File: src/rtl/fetch_decode_reg.sv
// -----------------------------------------------------------------------------
// fetch_decode_reg
//   Pipeline register between the fetch and decode stages. Fetched
//   instructions arrive over a valid/ready handshake and sit in a two-entry
//   skid buffer made of a main slot and a skid slot. The instruction in the
//   main slot is split into opcode, rd, rs1, rs2 and an unextended immediate.
//   A flush turns everything in flight into bubbles.
//
// Ports
//   clk        in   rising-edge clock
//   rst_n      in   asynchronous active-low reset
//   flush      in   one-cycle flush pulse from branch resolution
//   in_valid   in   fetch presents in_instr/in_pc
//   in_ready   out  buffer can accept (straight from a register)
//   in_instr   in   fetched instruction
//   in_pc      in   PC of in_instr
//   out_valid  out  decoded fields are valid
//   out_ready  in   decode consumes (low = stall)
//   out_opcode out  opcode field, NOP_OPCODE on a bubble
//   out_rd     out  destination register, 0 on a bubble
//   out_rs1    out  source register 1, 0 on a bubble
//   out_rs2    out  source register 2 (overlaps the immediate MSBs), 0 on a bubble
//   out_imm    out  raw immediate, sign extension happens in decode, 0 on a bubble
//   out_pc     out  PC of the presented instruction, 0 on a bubble
// -----------------------------------------------------------------------------
module fetch_decode_reg #(
  parameter int                      INSTR_WIDTH    = 32,
  parameter int                      IMM_WIDTH      = 19,
  parameter int                      REG_ADDR_WIDTH = 4,
  parameter int                      OPCODE_WIDTH   = 5,
  parameter logic [OPCODE_WIDTH-1:0] NOP_OPCODE     = '0
) (
  input  logic                      clk,
  input  logic                      rst_n,
  input  logic                      flush,
  input  logic                      in_valid,
  output logic                      in_ready,
  input  logic [INSTR_WIDTH-1:0]    in_instr,
  input  logic [INSTR_WIDTH-1:0]    in_pc,
  output logic                      out_valid,
  input  logic                      out_ready,
  output logic [OPCODE_WIDTH-1:0]   out_opcode,
  output logic [REG_ADDR_WIDTH-1:0] out_rd,
  output logic [REG_ADDR_WIDTH-1:0] out_rs1,
  output logic [REG_ADDR_WIDTH-1:0] out_rs2,
  output logic [IMM_WIDTH-1:0]      out_imm,
  output logic [INSTR_WIDTH-1:0]    out_pc
);

  // Field positions, packed from the MSB down; rs2 deliberately reuses the
  // top bits of the immediate.
  localparam int OP_LSB  = INSTR_WIDTH - OPCODE_WIDTH;
  localparam int RD_LSB  = OP_LSB - REG_ADDR_WIDTH;
  localparam int RS1_LSB = RD_LSB - REG_ADDR_WIDTH;
  localparam int RS2_LSB = IMM_WIDTH - REG_ADDR_WIDTH;

  if (OPCODE_WIDTH + 2 * REG_ADDR_WIDTH + IMM_WIDTH != INSTR_WIDTH) begin : g_width_check
    $fatal(1, "fetch_decode_reg: instruction fields do not add up to INSTR_WIDTH");
  end

  typedef enum logic [1:0] {
    EMPTY = 2'd0,
    ONE   = 2'd1,
    FULL  = 2'd2
  } state_e;

  logic                   main_valid_q, main_valid_d;
  logic [INSTR_WIDTH-1:0] main_instr_q, main_instr_d;
  logic [INSTR_WIDTH-1:0] main_pc_q,    main_pc_d;
  logic                   skid_valid_q, skid_valid_d;
  logic [INSTR_WIDTH-1:0] skid_instr_q, skid_instr_d;
  logic [INSTR_WIDTH-1:0] skid_pc_q,    skid_pc_d;

  state_e state;
  logic   in_xfer;
  logic   out_xfer;

  // The occupancy state is fully encoded by the two valid bits; skid is
  // never valid without main, so the remaining combination cannot occur.
  always_comb begin
    if (!main_valid_q)      state = EMPTY;
    else if (!skid_valid_q) state = ONE;
    else                    state = FULL;
  end

  // in_ready comes only from the skid register so it never has a
  // combinational path from out_ready.
  assign in_ready  = !skid_valid_q;
  assign out_valid = main_valid_q;
  assign in_xfer   = in_valid && in_ready;
  assign out_xfer  = main_valid_q && out_ready;

  // State register.
  always_ff @(posedge clk or negedge rst_n) begin
    if (!rst_n) begin
      main_valid_q <= 1'b0;
      main_instr_q <= '0;
      main_pc_q    <= '0;
      skid_valid_q <= 1'b0;
      skid_instr_q <= '0;
      skid_pc_q    <= '0;
    end else begin
      main_valid_q <= main_valid_d;
      main_instr_q <= main_instr_d;
      main_pc_q    <= main_pc_d;
      skid_valid_q <= skid_valid_d;
      skid_instr_q <= skid_instr_d;
      skid_pc_q    <= skid_pc_d;
    end
  end

  // Next-state logic.
  always_comb begin
    main_valid_d = main_valid_q;
    main_instr_d = main_instr_q;
    main_pc_d    = main_pc_q;
    skid_valid_d = skid_valid_q;
    skid_instr_d = skid_instr_q;
    skid_pc_d    = skid_pc_q;

    unique case (state)
      EMPTY: begin
        if (in_xfer) begin
          main_valid_d = 1'b1;
          main_instr_d = in_instr;
          main_pc_d    = in_pc;
        end
      end
      ONE: begin
        if (in_xfer && out_xfer) begin
          main_instr_d = in_instr;
          main_pc_d    = in_pc;
        end else if (in_xfer) begin
          // Decode stalled: park the newcomer behind main.
          skid_valid_d = 1'b1;
          skid_instr_d = in_instr;
          skid_pc_d    = in_pc;
        end else if (out_xfer) begin
          main_valid_d = 1'b0;
        end
      end
      FULL: begin
        if (out_xfer) begin
          main_instr_d = skid_instr_q;
          main_pc_d    = skid_pc_q;
          skid_valid_d = 1'b0;
        end
      end
      default: begin
      end
    endcase

    // Flush wins over any capture in the same cycle; an output transfer on
    // that edge has already been seen by decode, so it needs no undo.
    if (flush) begin
      main_valid_d = 1'b0;
      skid_valid_d = 1'b0;
    end
  end

  // Output decode with combinational bubble masking.
  always_comb begin
    out_opcode = NOP_OPCODE;
    out_rd     = '0;
    out_rs1    = '0;
    out_rs2    = '0;
    out_imm    = '0;
    out_pc     = '0;
    if (main_valid_q) begin
      out_opcode = main_instr_q[OP_LSB  +: OPCODE_WIDTH];
      out_rd     = main_instr_q[RD_LSB  +: REG_ADDR_WIDTH];
      out_rs1    = main_instr_q[RS1_LSB +: REG_ADDR_WIDTH];
      out_rs2    = main_instr_q[RS2_LSB +: REG_ADDR_WIDTH];
      out_imm    = main_instr_q[IMM_WIDTH-1:0];
      out_pc     = main_pc_q;
    end
  end

endmodule

File: config.mk
export PLATFORM = sky130hd
export DESIGN_NAME = fetch_decode_reg
export DESIGN_NICKNAME = d
export VERILOG_FILES = /design/src/rtl/fetch_decode_reg.sv
export SDC_FILE = /design/constraint.sdc
export NUM_CORES = 1
export LEC_CHECK = 0
export ABC_AREA = 0
export ABC_CLOCK_PERIOD_IN_PS = 1660
export CORE_ASPECT_RATIO = 1.5
export CORE_UTILIZATION = 45
export CTS_BUF_LIST = sky130_fd_sc_hd__clkbuf_2
export DETAILED_ROUTE_END_ITERATION = 16
export DONT_BUFFER_PORTS = 1
export HOLD_SLACK_MARGIN = 0.05
export PLACE_DENSITY = 0.58
export SETUP_SLACK_MARGIN = 0.2
export SYNTH_ARGS = -nofsm -noshare
export SYNTH_HDL_FRONTEND = slang
export SYNTH_SLANG_ARGS = --single-unit
File: constraint.sdc
create_clock -name clk -period 1.66 [get_ports clk]
set_input_delay 0.166 -clock clk [delete_from_list [all_inputs] [get_ports clk]]
set_output_delay 0.166 -clock clk [all_outputs]
set_load 0.01 [all_outputs]
==> results.md <==
Run status:
- The flow ran to the end, but the final reports show violations.
- The checks that failed: negative hold slack, negative setup slack.

Power:
- The internal power contribution is 5.788 mW.
- The net switching power figure is 2.037 mW.
- The power consumption is 7.826 mW.
- Registers are responsible for 54.2% of the overall power.
- The peak supply drop is 0.0004758 V.
- For this design the ratio of total power to cell area is 964.9 nW/um^2.
- Combinational logic is responsible for 23.6% of the overall power.
- Of the total power, the share spent switching nets is 26.03%.
- The reported leakage power is 3.749 nW.
- The clock network burns 22.3% of the power.

Route:
- Wires add up to 13580 um.
- The average vias per placed instance is 5.355.
- The first detailed-routing pass took 4 iterations.
- The detailed-route DRC error count is 0.
- Once detail routing completed, the nets flagged for antenna violations numbered 0.
- The via total after detailed routing is 3727.
- In the final routed layout, each cell accounts on average for 19.52 um.
- The detailed router finished its first iteration with 85 violations.

STA:
- The setup violation total in the final timing report is 177.
- The clock period minus worst slack is 1.821 ns.
- Setup repair after global routing could not meet its margin everywhere.
- The final max-slew violation count was 0.
- Hold timing on the final database bottoms out at a slack of -0.8354 ns.
- The worst-case clock skew is 0.01838 ns.
- The final-report hold violation count is 130.
- The max-slew headroom at the worst pin is 70.37%.
- Across all setup checks in the final design, the least slack found is -0.1614 ns.
- The slew of the pin with the lowest slew margin is 0.4444 ns.
- Derived from the worst setup path, the maximum achievable clock frequency is 0.5490 GHz.
- Dividing the final minimum period by the clock period gives 109.7%.

Place:
- The count of buffers added on input and output ports is 0.
- Timing analysis after detailed placement gives a worst setup slack of -0.005800 ns.
- The post-detailed-placement half-perimeter wirelength is 7723 um.
- The placement-stage cell area is 6695 um^2.
- Routability-driven placement finished with a final weighted congestion of 0.7045.

Synth:
- The number of flops mapped to enable cells by yosys is 0.
- The cell type with the largest total area after synthesis is sky130_fd_sc_hd__dfrtp_1.
- Summing every instance area after synthesis gives 6369 um^2.
- Of all flip-flops after synthesis, the portion carrying an async set or reset was 100.0%.
- Sequential cells were found to cover 51.08% of the synthesized design area.
- The average footprint of a synthesized cell is 14.88 um^2.
- The most repeated cell in the gate-level netlist after synthesis is sky130_fd_sc_hd__dfrtp_1.
- The number of nets handed over by synthesis was 497.
- The prevailing post-synth register cell is sky130_fd_sc_hd__dfrtp_1.
- Sorting the synthesized cells by how often they occur yields sky130_fd_sc_hd__dfrtp_1, sky130_fd_sc_hd__mux2_2, sky130_fd_sc_hd__and2_1.
- During synthesis, Yosys emitted a total of 0 warnings.
- The post-synthesis register bit count is 130.
- Sorting the synthesized cells by area gives the leading types as sky130_fd_sc_hd__dfrtp_1, sky130_fd_sc_hd__mux2_2, sky130_fd_sc_hd__mux2_4, sky130_fd_sc_hd__and2_1, sky130_fd_sc_hd__buf_6.
- In this run the biggest area consumer among cell types represents 51.08% of the synthesized area.
- Yosys mapped the design onto 17 distinct sky130hd cell types.
- Synthesis produced 428 cells.

GRT:
- Entering global routing, the biggest net connects 131 pins.
- The number of global-route vias before repair is 4058.
- The global-route usage over all layers is 19.32%.
- The wire length of the first global-routing pass is 21390 um.
- The number of antenna violations at the first check in global routing is 1.
- The aggregate global routing overflow is 0.

Die:
- The initial core utilization is 46.61%.
- 139 I/O pins were placed.
- After floorplanning, the core was sized to cover 13660 um^2.
- After floorplanning, the core was divided into 52 placement rows.
- The die is 99.14 um wide.
- The floorplan step set the die height to 147.7 um.
- The die covers 14640 um^2.

Cells and area:
- The area used by sequential logic in the layout is 3256 um^2.
- The total number of nets in the final design is 592.
- The area of all placed cells without fillers is 8110 um^2.
- Compared with the post-synthesis result, the final layout area differs by 27.35%.
- After filler insertion, the fill cell instance count of the layout stands at 1077.
- In the final layout, the multi-input gates occupy 3039 um^2.
- The fraction of final layout cells sized beyond drive strength 1 is 50.66%.

Clocking:
- The total CTS buffers is 17.
- The H-tree depth is 4.
- The total clock sinks is 130.
- No sink is reached through more buffers than the 2 on the longest clock path.
- At the later pin of the worst-skew pair, clock insertion delay measures 0.66 ns.
- After clock tree synthesis, the clock-pin slew on the worst setup and hold paths is 0.18 ns.
- The CTS tree is done.
- The cell at the root of the clock tree is sky130_fd_sc_hd__clkbuf_2.
- For this design, the CTS-stage hold fixing added 67 buffers.

Worst setup path:
- The data required time of the critical path is 2.22 ns.
- STA puts the critical path data arrival time at 2.38 ns.
- The highest net fanout along the worst path is 8.
- STA classifies the critical path endpoint as a flip-flop.
- The startpoint kind of the worst setup timing path is a flip-flop.
- The critical path is of the reg -> reg type.

Flow run:
- The max-cap check violation count is 0.

Min path:
- The class of the most critical hold timing path is in -> async.
## power by group through the flow
stage / combinational [mW] / sequential, mW / clock (mW)
final: 1.84 / 4.24 / 1.74
after global routing: 1.97 / 4.33 / 1.96
after CTS: 1.79 / 4.24 / 1.84
after detailed placement: 1.48 / 4.30 / 0
after global placement: 1.44 / 4.26 / 0
after floorplan: 1.33 / 4.18 / 0
## area by class of cell
type | instances | area share, %
diodes | 1 | 0.03085
clock buffers | 20 | 1.234
clock inverters | 9 | 1.142
inverters | 2 | 0.09256
multi-input cells | 266 | 37.47
flip-flops and latches | 130 | 40.14
well taps | 162 | 2.499
repair buffers | 106 | 17.39
## what timing repair did
| action | CTS | global route |
|---|---|---|
| hold endpoints to repair | 260 | 130 |
| buffers inserted | 8 | 4 |
| gates resized for setup | 29 | 4 |
| setup endpoints to repair | 198 | 198 |
| pin swaps | 2 | 1 |
| cloned | 9 | 5 |
## worst paths after layout
check / start / endpoint / slack, ns / depth (start not counted)
worst max-delay path: out_valid / main_instr_q[9] / -0.16 / 6
worst min-delay path: rst_n / main_instr_q[13] / -0.84 / 0
worst max register to register: out_valid / main_instr_q[9] / -0.16 / 6
worst min register to register: main_pc_q[31] / main_pc_q[31] / 0.52 / 1
max in group asynchronous: rst_n / skid_pc_q[4] / 2.25 / 0
min in group clk: flush / out_valid / 0.16 / 2
## state kept, by name, indices dropped and copies added (netlist names)
name	cells
skid_pc_q	32
main_instr_q	32
skid_valid_q	1
skid_instr_q	32
main_pc_q	32
out_valid	1
## stage by stage
step                utilization [%]  instances  setup TNS, ns
finish                        59.36        696         -13.54
global route                  59.36        696         -24.89
floorplan                         -        428              0
detailed placement            49.00        573       -0.02807
global placement              49.00        573              0
CTS                           58.10        686         -18.43
## logic make-up after synthesis
kind of cell,share of synthesized area [%]
flip-flops,51.08
buffers and inverters,4.126
multiplexers,37.49
AO/OA/AOI/OAI,0.6091
AND/OR/NAND/NOR,6.700
## worst max-delay path: stages, from the launching register on
cell	delay, ns
sky130_fd_sc_hd__dfrtp_2	0.48
sky130_fd_sc_hd__buf_4	0.16
sky130_fd_sc_hd__and2b_2	0.22
sky130_fd_sc_hd__a21oi_4	0.19
sky130_fd_sc_hd__buf_12	0.18
sky130_fd_sc_hd__clkbuf_16	0.17
sky130_fd_sc_hd__mux2_2	0.32
## routing by layer
layer	wire length, um	up-vias	track usage, %
met2	7090	100	33.18
met1	5683	1926	22.91
met4	198	0	6.985
li1	-	1684	-
met5	0	-	0
met3	613	17	5.674
## cell usage in the layout (no fill, tap or decap), types with 2 or more instances in the layout
| master | count |
|---|---|
| sky130_fd_sc_hd__dlygate4sd3_1 | 67 |
| sky130_fd_sc_hd__a21oi_1 | 2 |
| sky130_fd_sc_hd__dfrtp_1 | 128 |
| sky130_fd_sc_hd__clkinv_2 | 2 |
| sky130_fd_sc_hd__buf_12 | 12 |
| sky130_fd_sc_hd__and3_4 | 2 |
| sky130_fd_sc_hd__buf_6 | 5 |
| sky130_fd_sc_hd__clkinv_1 | 4 |
| sky130_fd_sc_hd__mux2_4 | 100 |
| sky130_fd_sc_hd__clkbuf_16 | 5 |
| sky130_fd_sc_hd__bufbuf_16 | 2 |
| sky130_fd_sc_hd__and2_2 | 3 |
| sky130_fd_sc_hd__buf_16 | 7 |
| sky130_fd_sc_hd__buf_4 | 8 |
| sky130_fd_sc_hd__dfrtp_2 | 2 |
| sky130_fd_sc_hd__and2_1 | 57 |
| sky130_fd_sc_hd__bufinv_16 | 2 |
| sky130_fd_sc_hd__and2_4 | 4 |
| sky130_fd_sc_hd__mux2_2 | 91 |
| sky130_fd_sc_hd__clkbuf_2 | 20 |
Power figures use the tool's default switching activity.
